==> src/rtl/uart_rx_pkg.sv <==
// Shared types and helpers for the UART receive controller.
// This package holds the FSM state encoding, the parity polarity and the sample-point helpers.
package uart_rx_pkg;

    typedef enum logic [2:0] {
        IDLE   = 3'd0,
        START  = 3'd1,
        DATA   = 3'd2,
        PARITY = 3'd3,
        STOP   = 3'd4
    } rx_state_e;

    localparam logic PAR_EVEN = 1'b0;
    localparam logic PAR_ODD  = 1'b1;

    // The three vote points straddle the middle of the bit.
    function automatic int samp_first(input int prescale);
        return prescale / 2 - 1;
    endfunction

    function automatic int samp_last(input int prescale);
        return prescale / 2 + 1;
    endfunction

endpackage

==> src/rtl/uart_rx_sampler.sv <==
// Three-point majority sampler around mid-bit.
// samp_bit is updated on the last vote point and then holds until the end of the bit.
module uart_rx_sampler
    import uart_rx_pkg::*;
#(
    parameter int PRESCALE = 8
) (
    input  logic       clk,
    input  logic       rst,
    input  logic [5:0] edge_cnt,
    input  logic       rx_s,
    output logic       samp_bit
);

    localparam int SAMP_FIRST = samp_first(PRESCALE);
    localparam int SAMP_MID   = PRESCALE / 2;
    localparam int SAMP_LAST  = samp_last(PRESCALE);

    logic s0_q, s0_d;
    logic s1_q, s1_d;
    logic samp_q, samp_d;

    always_comb begin
        s0_d   = s0_q;
        s1_d   = s1_q;
        samp_d = samp_q;
        if (edge_cnt == 6'(SAMP_FIRST)) s0_d = rx_s;
        if (edge_cnt == 6'(SAMP_MID))   s1_d = rx_s;
        if (edge_cnt == 6'(SAMP_LAST))
            samp_d = (s0_q & s1_q) | (s0_q & rx_s) | (s1_q & rx_s);
    end

    always_ff @(posedge clk or negedge rst) begin
        if (!rst) begin
            s0_q   <= 1'b1;
            s1_q   <= 1'b1;
            samp_q <= 1'b1;
        end else begin
            s0_q   <= s0_d;
            s1_q   <= s1_d;
            samp_q <= samp_d;
        end
    end

    assign samp_bit = samp_q;

endmodule

==> src/rtl/uart_rx_ctrl.sv <==
// UART receive controller: synchronises rx_in, walks start/data/parity/stop using the
// external edge_bit_cnt, and emits one registered valid/par_err/frm_err pulse per frame.
module uart_rx_ctrl
    import uart_rx_pkg::*;
#(
    parameter int PRESCALE   = 8,
    parameter int DATA_WIDTH = 8
) (
    input  logic                  clk,
    input  logic                  rst,
    input  logic                  rx_in,
    input  logic                  par_en,
    input  logic                  par_typ,
    input  logic [3:0]            bit_cnt,
    input  logic [5:0]            edge_cnt,
    output logic                  cnt_en,
    output logic [DATA_WIDTH-1:0] p_data,
    output logic                  data_valid,
    output logic                  par_err,
    output logic                  frm_err,
    output logic                  busy
);

    rx_state_e             state_q, state_d;
    logic                  sync1_q, sync1_d;
    logic                  rx_s_q, rx_s_d;
    logic [DATA_WIDTH-1:0] shift_q, shift_d;
    logic [DATA_WIDTH-1:0] p_data_q, p_data_d;
    logic                  data_valid_q, data_valid_d;
    logic                  par_err_q, par_err_d;
    logic                  frm_err_q, frm_err_d;
    logic                  cnt_en_q, cnt_en_d;
    logic                  busy_q, busy_d;
    logic                  par_en_q, par_en_d;
    logic                  par_typ_q, par_typ_d;
    logic                  par_bad_q, par_bad_d;

    logic samp_bit;
    logic end_of_bit;
    logic exp_par;

    uart_rx_sampler #(
        .PRESCALE (PRESCALE)
    ) u_sampler (
        .clk      (clk),
        .rst      (rst),
        .edge_cnt (edge_cnt),
        .rx_s     (rx_s_q),
        .samp_bit (samp_bit)
    );

    assign end_of_bit = (edge_cnt == 6'(PRESCALE));
    assign exp_par    = (^shift_q) ^ (par_typ_q == PAR_ODD);

    always_comb begin
        state_d      = state_q;
        sync1_d      = rx_in;
        rx_s_d       = sync1_q;
        shift_d      = shift_q;
        p_data_d     = p_data_q;
        data_valid_d = 1'b0;
        par_err_d    = 1'b0;
        frm_err_d    = 1'b0;
        par_en_d     = par_en_q;
        par_typ_d    = par_typ_q;
        par_bad_d    = par_bad_q;

        case (state_q)
            IDLE: begin
                if (!rx_s_q) begin
                    state_d   = START;
                    par_en_d  = par_en;
                    par_typ_d = par_typ;
                    par_bad_d = 1'b0;
                end
            end
            START: begin
                if (end_of_bit && bit_cnt == 4'd0)
                    state_d = samp_bit ? IDLE : DATA;
            end
            DATA: begin
                if (end_of_bit) begin
                    shift_d = {samp_bit, shift_q[DATA_WIDTH-1:1]};
                    if (bit_cnt == 4'(DATA_WIDTH))
                        state_d = par_en_q ? PARITY : STOP;
                end
            end
            PARITY: begin
                if (end_of_bit) begin
                    par_bad_d = (samp_bit != exp_par);
                    state_d   = STOP;
                end
            end
            STOP: begin
                if (end_of_bit) begin
                    state_d = IDLE;
                    // A bad stop bit hides any parity problem in the same frame.
                    if (!samp_bit) begin
                        frm_err_d = 1'b1;
                    end else if (par_bad_q) begin
                        par_err_d = 1'b1;
                    end else begin
                        data_valid_d = 1'b1;
                        p_data_d     = shift_q;
                    end
                end
            end
            default: state_d = IDLE;
        endcase

        cnt_en_d = (state_d != IDLE);
        busy_d   = (state_d != IDLE);
    end

    always_ff @(posedge clk or negedge rst) begin
        if (!rst) begin
            state_q      <= IDLE;
            sync1_q      <= 1'b1;
            rx_s_q       <= 1'b1;
            shift_q      <= '0;
            p_data_q     <= '0;
            data_valid_q <= 1'b0;
            par_err_q    <= 1'b0;
            frm_err_q    <= 1'b0;
            cnt_en_q     <= 1'b0;
            busy_q       <= 1'b0;
            par_en_q     <= 1'b0;
            par_typ_q    <= PAR_EVEN;
            par_bad_q    <= 1'b0;
        end else begin
            state_q      <= state_d;
            sync1_q      <= sync1_d;
            rx_s_q       <= rx_s_d;
            shift_q      <= shift_d;
            p_data_q     <= p_data_d;
            data_valid_q <= data_valid_d;
            par_err_q    <= par_err_d;
            frm_err_q    <= frm_err_d;
            cnt_en_q     <= cnt_en_d;
            busy_q       <= busy_d;
            par_en_q     <= par_en_d;
            par_typ_q    <= par_typ_d;
            par_bad_q    <= par_bad_d;
        end
    end

    assign cnt_en     = cnt_en_q;
    assign p_data     = p_data_q;
    assign data_valid = data_valid_q;
    assign par_err    = par_err_q;
    assign frm_err    = frm_err_q;
    assign busy       = busy_q;

endmodule

==> config.mk <==
export PLATFORM = sky130hd
export DESIGN_NAME = uart_rx_ctrl
export DESIGN_NICKNAME = d
export VERILOG_FILES = /design/src/rtl/uart_rx_pkg.sv /design/src/rtl/uart_rx_sampler.sv /design/src/rtl/uart_rx_ctrl.sv
export SDC_FILE = /design/constraint.sdc
export NUM_CORES = 1
export LEC_CHECK = 0
export ABC_AREA = 1
export CAP_MARGIN = 40
export CORE_ASPECT_RATIO = 0.8
export CORE_MARGIN = 1
export CORE_UTILIZATION = 40
export CTS_BUF_LIST = sky130_fd_sc_hd__clkbuf_4 sky130_fd_sc_hd__clkbuf_8 sky130_fd_sc_hd__clkbuf_16
export DETAILED_ROUTE_END_ITERATION = 10
export GPL_TIMING_DRIVEN = 0
export RECOVER_POWER = 50
export REMOVE_ABC_BUFFERS = 1
export SETUP_SLACK_MARGIN = 0.5
export SLEW_MARGIN = 5
export SYNTH_ARGS = -nofsm -noshare
export SYNTH_HDL_FRONTEND = slang
export SYNTH_SLANG_ARGS = --single-unit
==> constraint.sdc <==
create_clock -name clk -period 2.8 [get_ports clk]
set_clock_uncertainty 0.15 [all_clocks]
set_input_delay 0.56 -clock clk [delete_from_list [all_inputs] [get_ports clk]]
set_output_delay 0.56 -clock clk [all_outputs]
set_load 0.005 [all_outputs]
---- After elaboration in Yosys (flattened, before gate mapping) ----
Cells that the tools add are included.
cells by class
  mux-type cells .......................... 23
  add/subtract/negate cells ............... 0
  $mul .................................... 0
  bitwise gates (word level) .............. 8
  shifts and indexed selects .............. 0
  $lt $le $gt $ge ......................... 0
  reduce and logical (&&, ||, !) cells .... 10
  div/mod/pow operators ................... 0
  equal/unequal tests ..................... 12
operator list
  operator                                                          count
  3-bit 2-to-1 mux                                                  7
  3-bit one-hot mux with 5 select lines                             1
  1-bit 2-to-1 mux                                                  13
  6-bit by 3-bit == test with 1-bit output (second input constant)  2
  8-bit parity                                                      1
  3-bit by 2-bit == test with 1-bit output (second input constant)  2
  6-bit by 2-bit == test with 1-bit output (second input constant)  1
  6-bit by 4-bit == test with 1-bit output (second input constant)  1
  4-bit == test (second input constant)                             1
  4-bit zero test                                                   1
  2-bit inequality test (second input constant)                     2
  2-bit AND reduction                                               2
  4-bit AND reduction                                               1
  1-bit bitwise AND                                                 3
  3-bit by 1-bit == test with 1-bit output (second input constant)  1
  3-bit == test (second input constant)                             1
  3-bit zero test                                                   1
  3-bit AND reduction                                               1
  3-bit nonzero test                                                1
  2-bit 2-to-1 mux                                                  1
  1-bit inverter                                                    2
  1-bit OR                                                          2
  1-bit one-hot mux with 2 select lines                             1
  2-bit nonzero test                                                1
  other kinds (3)                                                   3
word-level totals
  memories ................................ 0
  logic and storage cells ................. 68
  ROM bits ................................ 0
  bits in writable memories ............... 0
  bits in registers ....................... 31
  latch bits .............................. 0

---- Logic depth before layout (Yosys ltp) ----
Gate-level depths: netlist of run 1.
  depth after elaboration ................. 5
  gate-level depth with buffers ........... 10

---- Modules after synthesis ----
From an unflattened synthesis of run 1, not the netlist that was laid out.
unflattened totals
  cell total of the unflattened synthesis .. 197
  area, all modules ....................... 1581.5 um^2
by module, submodules not included
  module           cells each  times used  area an instance (um^2)  seq. area each (um^2)
  uart_rx_ctrl     163         1           1366.3                   703.2
  uart_rx_sampler  34          1           215.2                    78.8

---- Worst setup path after synthesis of run 1 ----
OpenSTA, ideal clock, no wires.
  path kind ............................... input -> register
  start ................................... input port edge_cnt[5]
  end ..................................... register p_data_q[6], in the netlist p_data[6]
  library setup time ...................... 0.119 ns
  arrival time ............................ 1.363 ns
  data required time ...................... 2.531 ns
  path buffers ............................ 1
  slack ................................... 1.168 ns
  stages on the path ...................... 9
  cell sequence ........................... nor2_1 -> nand2_1 -> inv_1 -> nand2_4 -> inv_6 -> nand4_4 -> buf_6 -> nand2_2 -> o21ai_2
between the ends
  longest elaborated chain between the ends .. 2
ends and longest elaborated chain
  element                                   RTL line             source
  start: declaration                        uart_rx_ctrl.sv:15   input logic [5:0] edge_cnt,
  6-bit by 4-bit == test with 1-bit output  uart_rx_ctrl.sv:52   assign end_of_bit = (edge_cnt == 6'(PRESCALE));
  4-bit AND reduction (no line)             -
  end signal: assignment                    uart_rx_ctrl.sv:135  p_data_q <= p_data_d;
  end: declaration                          uart_rx_ctrl.sv:28   logic [DATA_WIDTH-1:0] p_data_q, p_data_d;
No other way between the ends.
A chain may end at the register's enable or synchronous reset.

---- Worst setup path in the final report of run 1 ----
  start ................................... input port edge_cnt[5]
  end ..................................... register p_data_q[2], in the netlist p_data[2]
Same word-level chain as after synthesis.

==> results.md, run 1 <==
* First-pass GRT wire length at 5.106 mm
* Post-Place Cell Area at 1868 sq um
* Port bufs at 27
* Main area contributors after synthesis: dfrtp_1 42%, nand2_1 15%, dfstp_2 8.4%
* Most frequent cells in the layout: 61 x nand2_1, 30 x inv_1, 26 x dfrtp_1, 24 x clkdlybuf4s50_1, 11 x o21ai_0
* Vias per inst at 4.649
* Failing checks: capacitance limit, slew limit
* Crit path capture type: flip-flop
* Post-route minimum period at 2.111 ns
* Die ar. at 4166 sq um
* Warnings from Yosys at 0
* CTS Buf Count at 5
* DRC violations left at 0
* Synthesis-stage register bit count at 31
* Clock-pin transition on the worst setup and hold timing paths at 0.06 ns
* Layout overhead on the synthesized area at 25.20%
* Synth Cell Area at 1564 sq um
* Hold Fails Final Rpt at 0
* Die H at 57.93 um
* Yosys cell types at 27
* Top cell type's share of synthesized area at 0.4160
* Row cnt at 19
* ANT cells at 0
* Final cell count without fillers at 271
* Pin count of the biggest net entering global routing at 32
* Slew margin rel. at -0.06900
* Actual slew at the worst max-slew pin at 1.603 ns
* Final Setup Violations at 0
* Wire per inst at 10.98 um
* CTS Buffer Depth at 2
* Syn avg cell area at 8.364 sq um
* XOR/XNOR share of the synthesized area at 0.005600
* Status: finished with violations
* Hold_buf cts at 0
* Seq/Total Area, Yosys at 0.5000
* Vias in the first global route at 1122
* Critical path class: input pin to flip-flop
* Hpwl dp at 2.171 mm
* Synth area leader: dfrtp_1
* Largest family of logic cells by synthesized area: simple AND/OR/NAND/NOR gates
* CTS root buffer: clkbuf_8
* Dpl ws at 0.4686 ns
* Max FO, Critical Path at 17
* Final WS setup at 0.6886 ns
* RSZ-0062 raised after global routing: no
* I/O pin count at 28
* Vias at 1260
* Commonest non-fill, non-tap cell in the layout: nand2_1
* MaxCap Viol Count at 1
* Crit path top cell by count: nand2_1
* Final WL at 2.975 mm
* VDD IR max at 0.3556 mV
* Worst skew pair latency at 0.29 ns
* Die W at 71.91 um
* Core ar. at 3590 sq um
* Pwr per Cell Area at 521.0 nW/um^2
* Setup TNS at 0 ns
* H-tree levels at 2
* Pre-antenna DRT Iters at 4
* Fmax at 0.4736 GHz
* CTS tree: yes
* Num Clock Sinks at 31
* Initial DRC Count at 104
* CTS resizes at 0
* Cells after Synth at 187
* CP Data Required Time at 2.82 ns
* Simple-Gate Fraction of Synth Area at 0.2896
* Initial antenna violation count at 0
* Synth Area in Compound Gates at 0.1032
* Kind of start point of the critical path: input pin
* Layout cells sized above 1 at 0.1324
* Period utilization at 0.7541
* Slowest stage delay, CP at 0.55 ns
* Starting Density at 0.4357
* Adder-Cell Fraction of Synth Area at 0
* Crit-path cells: dlygate4sd3_1 -> nor2_1 -> nand2_1 -> inv_1 -> nand2_4 -> inv_6 -> nand4_4 -> nand2_1 -> o21ai_2
* Antenna viol nets, final at 0
* Critical path data arrival time at 2.13 ns
* Layout Nets at 233
* Final Cell Area at 1958 sq um
* Total GRT Usage at 0.1665
* Max-slew violations at 32
* Cells after DPL at 263
* Filler cell count at 329
* Hold WC Path Type: flip-flop to flip-flop
* Total gr overflow at 0
* Post-CTS setup buffers at 0
* CP max stage cell: dlygate4sd3_1
* RD Place Congestion at 0.8164
* Mux cell area share after synthesis at 0.007200
* Standby leakage power at 0.9680 nW
-- worst max-delay path, delay by kind of cell --
kind,cells,cell delay [ns]
compound gates,1,0.07
buf+inv,3,0.76
simple gates,5,0.73
-- cell type report --
type	instances	area (sq um)	area share
well taps	52	65.06	0.03323
clock buffers	8	91.34	0.04665
multi-input cells	122	634.4	0.3240
repair buffers	27	264.0	0.1348
flip-flops and latches	31	782.0	0.3994
inverters	31	121.4	0.06198
-- worst paths after layout --
check / start / end / slack, ns / cells past startpoint
worst min-delay path: rx_s_d / rx_s_q / 0.20 / 0
max in group asynchronous: rst / p_data[7] / 1.04 / 1
min in group asynchronous: rst / p_data[3] / 0.52 / 1
worst max register to register: state_q[0] / p_data[2] / 1.08 / 6
worst min register to register: rx_s_d / rx_s_q / 0.20 / 0
worst max-delay path: edge_cnt[5] / p_data[2] / 0.69 / 9
-- metrics by stage --
step / total power, W / hold slack (ns) / utilization
global placement: 0.0006598 / 0.1968 / 0.5218
finish: 0.001020 / 0.2043 / 0.5455
global route: 0.001077 / 0.2079 / 0.5455
CTS: 0.001035 / 0.1782 / 0.5458
floorplan: 0.0006018 / 0.1144 / -
detailed placement: 0.0006636 / 0.1976 / 0.5204
-- cell usage after synthesis --
master and n:
dfrtp_1 26, nor2_1 7, nor2_8 1, a211oi_1 1, nor4_1 1, o22ai_1 1
o21ai_2 8, nand4_1 3, inv_1 30, nand3_1 10, mux2_2 1, xnor2_1 1
nor3b_1 1, buf_6 1, dfstp_2 5, nor3_1 6, o21ai_0 11, inv_6 1
o21a_1 1, nand3_2 1, nand2_2 1, nand4_4 1, nand2_4 1, a21oi_1 3
nor3_4 1, nand2_1 61, buf_4 2
-- report_power, final --
| part | leakage (nW) | internal (W) | switching [W] |
|---|---|---|---|
| Sequential | 0.362 | 0.000490 | 0.0000268 |
| Clock | 0.0498 | 0.000205 | 0.000160 |
| Combinational | 0.557 | 0.0000659 | 0.0000725 |
| Total | 0.968 | 0.000761 | 0.000259 |
-- logic make-up (layout without fill, tap and decap cells) --
group,count (synthesis),count (layout)
compound gates,25,25
xor+xnor,1,1
buf+inv,34,66
flops,31,31
mux,1,1
simple gates,95,95
-- layer usage --
| layer | GRT usage | up-vias | share of wire |
|---|---|---|---|
| met5 | 0 | - | 0 |
| met4 | 0.07563 | 0 | 0.019 |
| met3 | 0.05217 | 7 | 0.041 |
| met2 | 0.2615 | 27 | 0.46 |
| met1 | 0.2128 | 575 | 0.48 |
| li1 | - | 651 | - |
Power figures use the tool's default switching activity.
==> run 2, diff against run 1 <==
==> constraint.sdc (replaced) <==
create_clock -name clk -period 2 [get_ports clk]
set_clock_uncertainty 0.15 [all_clocks]
set_input_delay 0.4 -clock clk [delete_from_list [all_inputs] [get_ports clk]]
set_output_delay 0.4 -clock clk [all_outputs]
set_load 0.005 [all_outputs]
==> results.md, run 2 (same netlist as run 1, synthesis figures left out) <==
* Total GRT Usage at 0.1832
* RSZ-0062 raised after global routing: yes
* CTS Buf Count at 5
* Register Area at 783.3 sq um
* Starting Density at 0.4357
* First-pass GRT wire length at 5.616 mm
* Post-route minimum period at 1.521 ns
* Buf/Inv on CP at 1
* Filler cell count at 302
* Final core occ at 0.6386
* RR Startpoint: state_q[1]
* RD Place Congestion at 0.8164
* CTS Buffer Depth at 2
* Max FO, Critical Path at 2
* Row cnt at 19
* Initial antenna violation count at 0
* VDD IR max at 0.5297 mV
* Vias in the first global route at 1198
* Initial DRC Count at 84
* Setup TNS at 0 ns
* Slowest stage delay, CP at 0.41 ns
* Vias per inst at 4.797
* Worst skew pair latency at 0.29 ns
* Num Clock Sinks at 31
* Critical path data arrival time at 0.97 ns
* CTS tree: yes
* CP Data Required Time at 1.45 ns
* Critical Path Source: p_data[3]
* Most frequent cells in the layout: 51 x nand2_1, 25 x dfrtp_1, 20 x inv_1, 13 x buf_4
* Layout cells sized above 1 at 0.3487
* Die ar. at 4166 sq um
* Pin count of the biggest net entering global routing at 32
* Top delay family on crit path: flip-flops
* Actual slew at the worst max-slew pin at 0.7817 ns
* Critical path class: flip-flop to output port
* Pre-antenna DRT Iters at 4
* Area of the multi-input gates at 775.7 sq um
* CTS root buffer: clkbuf_8
* Clock-pin transition on the worst setup and hold timing paths at 0.06 ns
* Crit path capture type: output port
* Met2 wire length at 1.729 mm
* Standby leakage power at 1.173 nW
* Die H at 57.93 um
* Final Setup Violations at 0
* Hold WC Path Type: input pin to async pin
* M1 WL at 1.609 mm
* I/O pin count at 28
* Status: finished, final reports clean
* Overall power at 0.001474 W
* Crit-path cells: dlygate4sd2_1
* Wire per inst at 12.24 um
* Final WL at 3.550 mm
* ANT cells at 0
* Hpwl dp at 2.171 mm
* Layout Nets at 252
* Hold Fails Final Rpt at 0
* Period utilization at 0.7604
* Pwr per Cell Area at 643.1 nW/um^2
* Max-slew violations at 0
* Layout overhead on the synthesized area at 46.56%
* Slew margin rel. at 0.4789
* Commonest non-fill, non-tap cell in the layout: nand2_1
* Fmax at 0.6576 GHz
* Die W at 71.91 um
* Vias at 1391
* Port bufs at 27
* Antenna viol nets, final at 0
* Metal3 WL at 151 um
* Core ar. at 3590 sq um
* Kind of start point of the critical path: flip-flop
* H-tree levels at 2
* Total gr overflow at 0
* CP max stage cell: dfrtp_1
* Uppermost layer routed: met4
* MaxCap Viol Count at 0
* DRC violations left at 0
==> run 2: path summary, 6_finish.rpt <==
kind	endpoint	slack, ns	depth (start not counted)
worst max register to register	p_data[7]	0.49	7
max in group asynchronous	state_q[2]	1.13	1
min in group clk	rx_s_q	0.20	0
worst min-delay path	p_data[1]	0.03	1
worst min register to register	rx_s_q	0.20	0
worst max-delay path	p_data[3]	0.48	1
==> run 2: final cells by class <==
cell class                 instances  share of cell area
inverter                          31             0.05295
clock buffer                       8             0.03985
multi-input combinational        122              0.3384
timing repair buffer              46              0.1987
sequential                        31              0.3417
tap                               52             0.02838
==> run 2: per-layer routing <==
metal,vias up,GRT usage
li1,695,-
met5,-,0
met2,33,0.2844
met1,656,0.2433
met3,7,0.05217
met4,0,0.07563
==> run 2: what timing repair did <==
item	CTS	global route
hold buffers	0	0
resized for setup	41	44
pin swaps	10	17
gates cloned	1	0
setup endpoints to repair	36	27
buffers inserted	10	8
==> run 2: where the power goes <==
group	internal [W]	leakage, nW	switching, W
logic	0.000102	0.764	0.000127
registers	0.000686	0.360	0.0000436
clock network	0.000287	0.0498	0.000228
total	0.00108	1.17	0.000399
==> run 2: metrics by stage <==
| stage | hold slack [ns] | area (sq um) | cells | worst slack [ns] |
|---|---|---|---|---|
| global placement | 0.1968 | 1873 | 263 | -0.1757 |
| CTS | 0.01823 | 2138 | 282 | 0.3770 |
| global route | 0.09770 | 2292 | 290 | 0.4284 |
| finish | 0.02943 | 2292 | 290 | 0.4792 |
| detailed placement | 0.1976 | 1868 | 263 | -0.1714 |
| floorplan | -0.04559 | 1538 | 184 | 0.5005 |
==> run 3, diff against run 2 <==
--- a/config.mk
+++ b/config.mk
@@ -13,6 +13,7 @@
 export CTS_BUF_LIST = sky130_fd_sc_hd__clkbuf_4 sky130_fd_sc_hd__clkbuf_8 sky130_fd_sc_hd__clkbuf_16
 export DETAILED_ROUTE_END_ITERATION = 10
 export GPL_TIMING_DRIVEN = 0
+export PLACE_DENSITY = 0.66
 export RECOVER_POWER = 50
 export REMOVE_ABC_BUFFERS = 1
 export SETUP_SLACK_MARGIN = 0.5
==> constraint.sdc (replaced) <==
create_clock -name clk -period 1.2 [get_ports clk]
set_clock_uncertainty 0.15 [all_clocks]
set_input_delay 0.24 -clock clk [delete_from_list [all_inputs] [get_ports clk]]
set_output_delay 0.24 -clock clk [all_outputs]
set_load 0.005 [all_outputs]
==> results.md, run 3 (same netlist as run 1, synthesis figures left out) <==
* Status: finished with violations
* Failing checks: hold timing, setup timing
* Vias in the first global route at 1376
* Critical Path Source: state_q[1]
* Wire per inst at 12.58 um
* CP Data Required Time at 1.22 ns
* Initial DRC Count at 117
* CTS Buffer Depth at 2
* CTS Buf Count at 5
* WHS at -0.1331 ns
* Most frequent cells in the layout: 41 x nand2_1, 25 x dfrtp_1, 25 x buf_4, 17 x inv_1
* Overall power at 0.002634 W
* Clock-pin transition on the worst setup and hold timing paths at 0.07 ns
* Vias per inst at 4.790
* Register Area at 783.3 sq um
* Max-slew violations at 0
* I/O pin count at 28
* Antenna viol nets, final at 0
* Worst r2r dst: par_typ_q
* Top delay family on crit path: flip-flops
* CTS tree: yes
* Critical path class: flip-flop to flip-flop
* Worst skew pair latency at 0.28 ns
* Filler cell count at 262
* First-pass GRT wire length at 6.065 mm
* Max FO, Critical Path at 5
* Slowest stage delay, CP at 0.40 ns
* CTS root buffer: clkbuf_8
* Actual slew at the worst max-slew pin at 0.7601 ns
* Layout overhead on the synthesized area at 61.60%
* Hold Fails Final Rpt at 26
* Final WS setup at -0.2864 ns
* Row cnt at 19
* Crit path capture type: flip-flop
* Layout Nets at 271
* Pwr per Cell Area at 1042 nW/um^2
* Final Setup Violations at 27
* CP max stage cell: dfrtp_1
* Port bufs at 27
* Post-route minimum period at 1.486 ns
* Commonest non-fill, non-tap cell in the layout: nand2_1
* VDD IR max at 0.8766 mV
* Dpl ws at -0.8050 ns
* Vias at 1480
* Starting Density at 0.4357
* Final WL at 3.886 mm
* Total GRT Usage at 0.1952
* Initial antenna violation count at 0
* Register-to-Register Path Depth at 4
* Hold WC Path Type: input pin to async pin
* ANT cells at 0
* Kind of start point of the critical path: flip-flop
* Pin count of the biggest net entering global routing at 32
* Setup TNS at -5.331 ns
* RR Startpoint: state_q[1]
* Num Clock Sinks at 31
* DRC violations left at 0
* H-tree levels at 2
* Die W at 71.91 um
* Critical path data arrival time at 1.50 ns
* Reg-to-reg slack, setup at -0.29 ns
* Standby leakage power at 1.255 nW
* Die H at 57.93 um
* Fmax at 0.6728 GHz
* MaxCap Viol Count at 0
* Core ar. at 3590 sq um
* Slew margin rel. at 0.4933
* Die ar. at 4166 sq um
* RSZ-0062 raised after global routing: yes
* Pre-antenna DRT Iters at 4
* Buf/Inv on CP at 1
* Cell count along the critical path at 4
* Layout cells sized above 1 at 0.5292
* Hpwl dp at 1.993 mm
* RD Place Congestion at 0.8669
* Critical path destination: par_typ_q
* Crit-path cells: inv_2 -> nand2_4 -> nor3_4 -> mux2_4
* Total gr overflow at 0
* Period utilization at 1.239
* Area of the multi-input gates at 870.8 sq um
run 3: changes by cell type in the layout (fill, tap and decap cells not counted), moves of 7 or more:
cell / delta
buf_6: +7
buf_4: +12
nand2_2: +10
o21ai_0: -10
buf_2: +13
nand2_1: -10
run 3: final cells by class:
cell class	instances	area share
well taps	52	0.02574
flip-flops and latches	31	0.3099
repair buffers	65	0.2287
clock buffers	8	0.04109
inverters	31	0.05000
multi-input cells	122	0.3446
run 3: power by group:
part	switching, W	internal (W)	leakage [nW]
clock network	0.000374	0.000545	0.0549
registers	0.0000724	0.00114	0.360
logic	0.000259	0.000240	0.840
total	0.000706	0.00193	1.26
run 3: worst register-to-register path: stages, from the launching register on:
cell and delay [ns]:
dfrtp_1 0.40, inv_2 0.12, nand2_4 0.08, nor3_4 0.28, mux2_4 0.34
run 3: repair_timing:
action,4_1_cts,5_1_grt
endpoints found under the setup margin,43,69
pin swaps,15,21
hold endpoints to repair,26,26
gates resized for setup,110,43
gates cloned,2,0
buffers inserted,24,12
run 3: how the worst min path moves through the flow:
stage	to	cells after the start
floorplan	busy	0
global placement	rx_s_q	0
detailed placement	p_data[0]	1
CTS	frm_err	1
global route	frm_err	1
finish	frm_err	1
run 3: metrics by stage:
step           std cells    util  instance area [sq um]
5_1_grt              309  0.7041                   2527
6_report             309  0.7041                   2527
2_1_floorplan        184       -                   1538
3_5_place_dp         263  0.5204                   1868
3_3_place_gp         263  0.5218                   1873
4_1_cts              297  0.6504                   2335
run 3: metal layers:
layer | GRT usage | wire length (um) | part of all wire
met2 | 0.2857 | 1790 | 0.46
met1 | 0.2718 | 1871 | 0.48
met5 | 0 | 0 | 0
met4 | 0.09804 | 87 | 0.022
met3 | 0.04696 | 137 | 0.035
